### src/rtl/pcs_loopback_ctrl.sv
// 10GBASE-R RX->TX loopback sequencer: waits for a stable link, forwards only
// whole frames through a small FIFO, and fills the line with idle/error blocks.
module pcs_loopback_ctrl #(
  parameter int DATA_W      = 64,
  parameter int KEEP_W      = 8,
  parameter int LANE0_CNT_N = 2,
  parameter int FIFO_DEPTH  = 8,
  parameter int LOCK_CNT    = 1024
) (
  input  logic                   clk,
  input  logic                   reset,
  input  logic                   link_ready_i,
  input  logic                   rx_signal_v_i,
  input  logic                   rx_valid_i,
  input  logic                   rx_ctrl_v_i,
  input  logic                   rx_idle_v_i,
  input  logic                   rx_term_v_i,
  input  logic                   rx_err_v_i,
  input  logic [LANE0_CNT_N-1:0] rx_start_v_i,
  input  logic [DATA_W-1:0]      rx_data_i,
  input  logic [KEEP_W-1:0]      rx_keep_i,
  input  logic                   tx_ready_i,
  output logic                   tx_ctrl_v_o,
  output logic                   tx_idle_v_o,
  output logic                   tx_term_v_o,
  output logic                   tx_err_v_o,
  output logic [LANE0_CNT_N-1:0] tx_start_v_o,
  output logic [DATA_W-1:0]      tx_data_o,
  output logic [KEEP_W-1:0]      tx_keep_o,
  output logic                   tx_nreset_o,
  output logic [1:0]             state_o,
  output logic [15:0]            frame_cnt_o,
  output logic [15:0]            drop_cnt_o
);
  localparam int AW = $clog2(FIFO_DEPTH);
  localparam int CW = $clog2(LOCK_CNT + 1);
  localparam logic [CW-1:0] LOCK_LAST = CW'(LOCK_CNT - 1);

  typedef enum logic [1:0] {S_DOWN, S_LOCKING, S_IDLE, S_FWD} state_t;

  typedef struct packed {
    logic                   ctrl;
    logic                   idle;
    logic [LANE0_CNT_N-1:0] start;
    logic                   term;
    logic                   err;
    logic [KEEP_W-1:0]      keep;
    logic [DATA_W-1:0]      data;
  } entry_t;

  localparam int EW = $bits(entry_t);
  localparam entry_t IDLE_BLK = entry_t'({2'b11, {(EW-2){1'b0}}});
  localparam entry_t ERR_BLK  = entry_t'({1'b1, 1'b0, {LANE0_CNT_N{1'b0}}, 1'b0, 1'b1,
                                          {(KEEP_W+DATA_W){1'b0}}});

  state_t        state;
  logic [CW-1:0] lock_cnt;
  logic [AW:0]   wr_ptr, rd_ptr, level;
  logic          full, empty, link_ok, active, wr_en, rd_en, rd_in_frame, nreset_q;
  entry_t        mem [FIFO_DEPTH];
  entry_t        wr_entry, rd_entry, out_q;
  logic [15:0]   frame_cnt, drop_cnt;

  assign link_ok  = link_ready_i & rx_signal_v_i;
  assign active   = link_ok && (state == S_IDLE || state == S_FWD);
  assign level    = wr_ptr - rd_ptr;
  assign full     = (wr_ptr[AW] != rd_ptr[AW]) && (wr_ptr[AW-1:0] == rd_ptr[AW-1:0]);
  assign empty    = (wr_ptr == rd_ptr);
  assign wr_entry = {rx_ctrl_v_i, rx_idle_v_i, rx_start_v_i, rx_term_v_i, rx_err_v_i,
                     rx_keep_i, rx_data_i};
  assign rd_entry = mem[rd_ptr[AW-1:0]];

  // Full is sampled before any same-cycle pop, so a full FIFO always drops.
  assign wr_en = active && rx_valid_i && !full && (state == S_FWD || (|rx_start_v_i));
  // A frame is only started once its second word is buffered behind the start.
  assign rd_en = active && tx_ready_i &&
                 (rd_in_frame ? !empty : (level >= (AW+1)'(2)));

  // NOTE: the FIFO storage has no reset; only the pointers define its contents.
  always_ff @(posedge clk) begin
    if (wr_en) mem[wr_ptr[AW-1:0]] <= wr_entry;
  end

  always_ff @(posedge clk or posedge reset) begin
    if (reset) begin
      state       <= S_DOWN;
      lock_cnt    <= '0;
      wr_ptr      <= '0;
      rd_ptr      <= '0;
      rd_in_frame <= 1'b0;
      out_q       <= IDLE_BLK;
      frame_cnt   <= '0;
      drop_cnt    <= '0;
      nreset_q    <= 1'b0;
    end else begin
      if (!link_ok) begin
        state    <= S_DOWN;
        lock_cnt <= '0;
      end else begin
        case (state)
          S_DOWN:    state <= S_LOCKING;
          S_LOCKING: begin
            if (lock_cnt == LOCK_LAST) state <= S_IDLE;
            else lock_cnt <= lock_cnt + 1'b1;
          end
          S_IDLE:    if (wr_en && !rx_term_v_i) state <= S_FWD;
          S_FWD:     if (rx_valid_i && (full || rx_term_v_i)) state <= S_IDLE;
        endcase
      end

      nreset_q <= link_ok && (state == S_IDLE || state == S_FWD ||
                              (state == S_LOCKING && lock_cnt == LOCK_LAST));

      // Link loss flushes everything, so a cut frame never reaches the error path.
      if (!link_ok || state == S_DOWN) begin
        wr_ptr <= '0;
        rd_ptr <= '0;
      end else begin
        if (wr_en) wr_ptr <= wr_ptr + 1'b1;
        if (rd_en) rd_ptr <= rd_ptr + 1'b1;
      end

      if (!active) begin
        out_q       <= IDLE_BLK;
        rd_in_frame <= 1'b0;
      end else if (tx_ready_i) begin
        if (rd_en) begin
          out_q       <= rd_entry;
          rd_in_frame <= !rd_entry.term;
          if (rd_entry.term && frame_cnt != 16'hFFFF) frame_cnt <= frame_cnt + 16'd1;
        end else if (rd_in_frame) begin
          out_q       <= ERR_BLK;
          rd_in_frame <= 1'b0;
          if (drop_cnt != 16'hFFFF) drop_cnt <= drop_cnt + 16'd1;
        end else begin
          out_q <= IDLE_BLK;
        end
      end
    end
  end

  assign tx_ctrl_v_o  = out_q.ctrl;
  assign tx_idle_v_o  = out_q.idle;
  assign tx_start_v_o = out_q.start;
  assign tx_term_v_o  = out_q.term;
  assign tx_err_v_o   = out_q.err;
  assign tx_keep_o    = out_q.keep;
  assign tx_data_o    = out_q.data;
  assign tx_nreset_o  = nreset_q;
  assign state_o      = state;
  assign frame_cnt_o  = frame_cnt;
  assign drop_cnt_o   = drop_cnt;

endmodule

### config.mk
export PLATFORM = sky130hd
export DESIGN_NAME = pcs_loopback_ctrl
export DESIGN_NICKNAME = d
export VERILOG_FILES = /design/src/rtl/pcs_loopback_ctrl.sv
export SDC_FILE = /design/constraint.sdc
export NUM_CORES = 1
export LEC_CHECK = 0
export BUFFER_PORTS_ARGS = -buffer_cell sky130_fd_sc_hd__buf_2
export CAP_MARGIN = 0
export CORE_ASPECT_RATIO = 1.2
export CORE_MARGIN = 5
export CORE_UTILIZATION = 40
export DETAILED_ROUTE_END_ITERATION = 8
export PLACE_DENSITY = 0.63
export SETUP_SLACK_MARGIN = 0.1
export SKIP_LAST_GASP = 1
export SYNTH_ARGS = -nofsm -noshare
export SYNTH_HDL_FRONTEND = slang
export SYNTH_SLANG_ARGS = --single-unit
### constraint.sdc
create_clock -name clk -period 9.6 [get_ports clk]
set_input_delay 1.44 -clock clk [delete_from_list [all_inputs] [get_ports clk]]
set_output_delay 1.44 -clock clk [all_outputs]
set_load 0.01 [all_outputs]
==> flow_metrics.py <==
metrics = {
    "worst_setup_path": {
        "worstPathMaxFanout": 64,
        "r2r_cells": 7,
        "reg2reg_from": "rd_ptr[2]$_DFFE_PP0P_",
        "start_kind": "register",
        "path_class": "register to register",
        "cp.arrival_ns": 4.80,
        "endpoint_kind": "register",
        "reg2reg_setup_slack_ns": 5.02,
        "r2r_end": "mem[6][44]$_DFFE_PP_",
        "required_ns": 9.82,
    },
    "floorplan": {
        "row_count": 108,
        "ios": 197,
        "core_um2": 72000,
        "die_w_um": 256,
        "dieArea_um2": 77900,
        "fp.dieH_um": 305,
        "start_util": 0.402,
    },
    "finish": {
        "final_layout_size_suffix_gt1_frac": 0.293,
        "layout_common_cells": "edfxtp_1, buf_2, mux4_2, dfrtp_1, nand2_1",
        "syn_to_final_growth_pct": 15.3,
        "num-fill-cells": 6033,
        "final_common_cell": "edfxtp_1",
        "final_nets": 1779,
        "finalCoreUtilization": 0.464,
    },
    "sta": {
        "setup_tns_ns": 0,
        "setup_ws_ns": 5.02,
        "hold_viol": 0,
        "max_clock_freq_mhz": 218,
        "fin_crit_ns": 4.58,
        "tightestPinTransition_ns": 1.17,
        "max_slew_margin": 0.222,
        "skew_ns": 0.0183,
        "drv_slew": 0,
        "rsz0062_at_grt": "false",
        "finalSetupViolCount": 0,
        "timing.final.crit_share": 0.477,
    },
    "global_route": {
        "track_usage": 0.155,
        "overflow": 0,
        "grt_start_max_net_pins": 90,
        "grt_pass1_wl_mm": 93.4,
        "grt_antenna_before_repair": 15,
        "grt_pass1_vias": 14900,
    },
    "pwr": {
        "power_frac_clock": 0.438,
        "powerDensity_nw_per_um2": 193,
        "p_comb_frac": 0.010,
        "seqPwrFrac": 0.552,
        "swShare": 0.198,
        "leakagePower_nw": 12.0,
        "internal_power_mw": 5.17,
        "power_switching_mw": 1.27,
        "vdd_drop_max_v": 0.000109,
    },
    "logic_synthesis": {
        "synth_seq_cells": 757,
        "ys_seq_area_frac": 0.762,
        "synthCells": 1463,
        "yosys_warnings": 0,
        "netlist_area_um2": 29000,
        "postSynthAreaPerCell_um2": 19.8,
        "synth_async_sr_flop_share": 0.176,
        "synth_ff_type": "edfxtp_1",
        "ys_types": 54,
        "synth_fp_nets": 1556,
        "synth_edf_count": 624,
    },
    "placed_design": {
        "dp_slack_ns": 4.92,
        "place_hpwl_mm": 34.7,
        "io_buffers": 196,
        "place.gp.congestion": 0.754,
    },
    "clock_network": {
        "cts_setup_buffers": 0,
        "cts_tree": "yes",
        "ctsResizeCount": 0,
        "clockBufferDepth": 3,
        "htree_levels": 3,
        "ctsHoldBuffers": 0,
        "cts_root_buf": "clkbuf_16",
        "numCtsBuffers": 71,
        "cts.clk_slew.worst_paths_ns": 0.06,
        "clkLatencyLatePin_ns": 0.61,
        "clock_sinks": 757,
    },
    "worst_hold_path": {
        "hold-path-cell-count": 2,
        "hold_class": "register to register",
        "hp-start": "tx_data_o[3]$_DFFE_PP0P_",
        "hold_end": "tx_data_o[3]$_DFFE_PP0P_",
    },
    "route": {
        "via_per_inst": 5.26,
        "drc": 0,
        "drtPass1Iterations": 4,
        "vias": 14100,
        "wl_per_cell_um": 22.6,
        "dr.first_iter.drc_count": 1059,
        "detail-route-antenna-nets": 0,
        "drt_wl_total_mm": 60.8,
    },
    "status": {
        "outcome": "completed",
    },
    "flow_run": {
        "maxCapViolations": 0,
    },
}
per-layer routing:
metal  part of all wire  vias to the layer above  GRT usage
li1                   -                     6294          -
met1               0.42                     7443      0.204
met2               0.50                      318      0.260
met3              0.055                       85     0.0334
met4              0.023                        2     0.0492
met5            0.00021                        -          0
cells in the mapped netlist, types with 10 or more instances:
library cell	number	area share
mux2i_1	76	0.026
and4_1	11	0.0033
nand2_1	98	0.013
mux4_2	156	0.12
nor4_1	11	0.0024
inv_1	13	0.0017
o21ai_0	82	0.014
nand3_1	21	0.0036
and3_1	10	0.0022
edfxtp_1	624	0.65
buf_2	20	0.0035
nor2_1	40	0.0052
nor3_1	11	0.0019
clkbuf_1	30	0.0039
xor2_1	33	0.010
dfrtp_1	131	0.11
worst max-delay path by stage:
stage / depth (start not counted) / endpoint / startpoint / slack (ns)
after floorplan: 9 / mem[0][0]$_DFFE_PP_ / rd_ptr[1]$_DFFE_PP0P_ / 1.38
after global placement: 6 / mem[4][21]$_DFFE_PP_ / link_ready_i / 4.96
after detailed placement: 6 / mem[6][27]$_DFFE_PP_ / link_ready_i / 4.92
after CTS: 7 / mem[6][6]$_DFFE_PP_ / rd_ptr[2]$_DFFE_PP0P_ / 4.94
after global routing: 7 / mem[4][12]$_DFFE_PP_ / rd_ptr[2]$_DFFE_PP0P_ / 4.70
final: 7 / mem[6][44]$_DFFE_PP_ / rd_ptr[2]$_DFFE_PP0P_ / 5.02
worst max-delay path, stage by stage (launching register included):
cell and delay, ns:
dfrtp_1 0.50, inv_4 0.58, ha_1 0.41, and3_1 0.25, a211oi_1 0.50, nand2_1 0.37, nor2_4 0.53, buf_4 0.87
stage by stage:
stage | power [mW] | area (µm²) | hold WS, ns | std cells
after floorplan | 3.64 | 29000 | 0.490 | 1463
after global placement | 3.69 | 31000 | 0.459 | 2548
after detailed placement | 3.69 | 31000 | 0.466 | 2548
after CTS | 6.52 | 33400 | 0.480 | 2680
after global routing | 6.66 | 33400 | 0.496 | 2682
final | 6.44 | 33400 | 0.475 | 2689
state kept, by name, indices dropped and copies added (netlist names), 2 cells and up:
| register | flops |
|---|---|
| wr_ptr | 4 |
| lock_cnt | 11 |
| state_o | 2 |
| rd_ptr | 4 |
| drop_cnt_o | 16 |
| tx_data_o | 64 |
| tx_keep_o | 8 |
| mem | 624 |
| frame_cnt_o | 16 |
| tx_start_v_o | 2 |
cells by family (layout without fill, tap and decap cells):
| kind of cell | count (synthesis) | after routing | synth area share |
|---|---|---|---|
| adders and majority gates | 9 | 9 | 0.00415 |
| buffers and inverters | 84 | 366 | 0.0136 |
| AOI/OAI and AO/OA | 108 | 108 | 0.0210 |
| DFF | 757 | 757 | 0.762 |
| muxes | 235 | 235 | 0.149 |
| xor gates and xnor gates | 41 | 41 | 0.0124 |
| and+or+nand+nor | 229 | 229 | 0.0381 |
| other | 0 | 9 | 0 |
layout make-up:
cell class | count | area [µm²] | area share
diodes | 9 | 22.5 | 0.000674
clock buffers | 87 | 1910 | 0.0572
clock inverters | 45 | 438 | 0.0131
inverters | 14 | 60.1 | 0.00180
multi-input cells | 622 | 6570 | 0.197
flip-flops and latches | 757 | 22100 | 0.661
well taps | 935 | 1170 | 0.0350
repair buffers | 220 | 1160 | 0.0348
power by group through the flow:
stage	combinational (mW)	clock [mW]	sequential, mW
2_1_floorplan	0.0110	0	3.63
3_3_place_gp	0.0620	0	3.62
3_5_place_dp	0.0673	0	3.62
4_1_cts	0.0673	2.90	3.56
5_1_grt	0.0743	3.03	3.55
6_report	0.0656	2.82	3.56
Power figures use the tool's default switching activity.
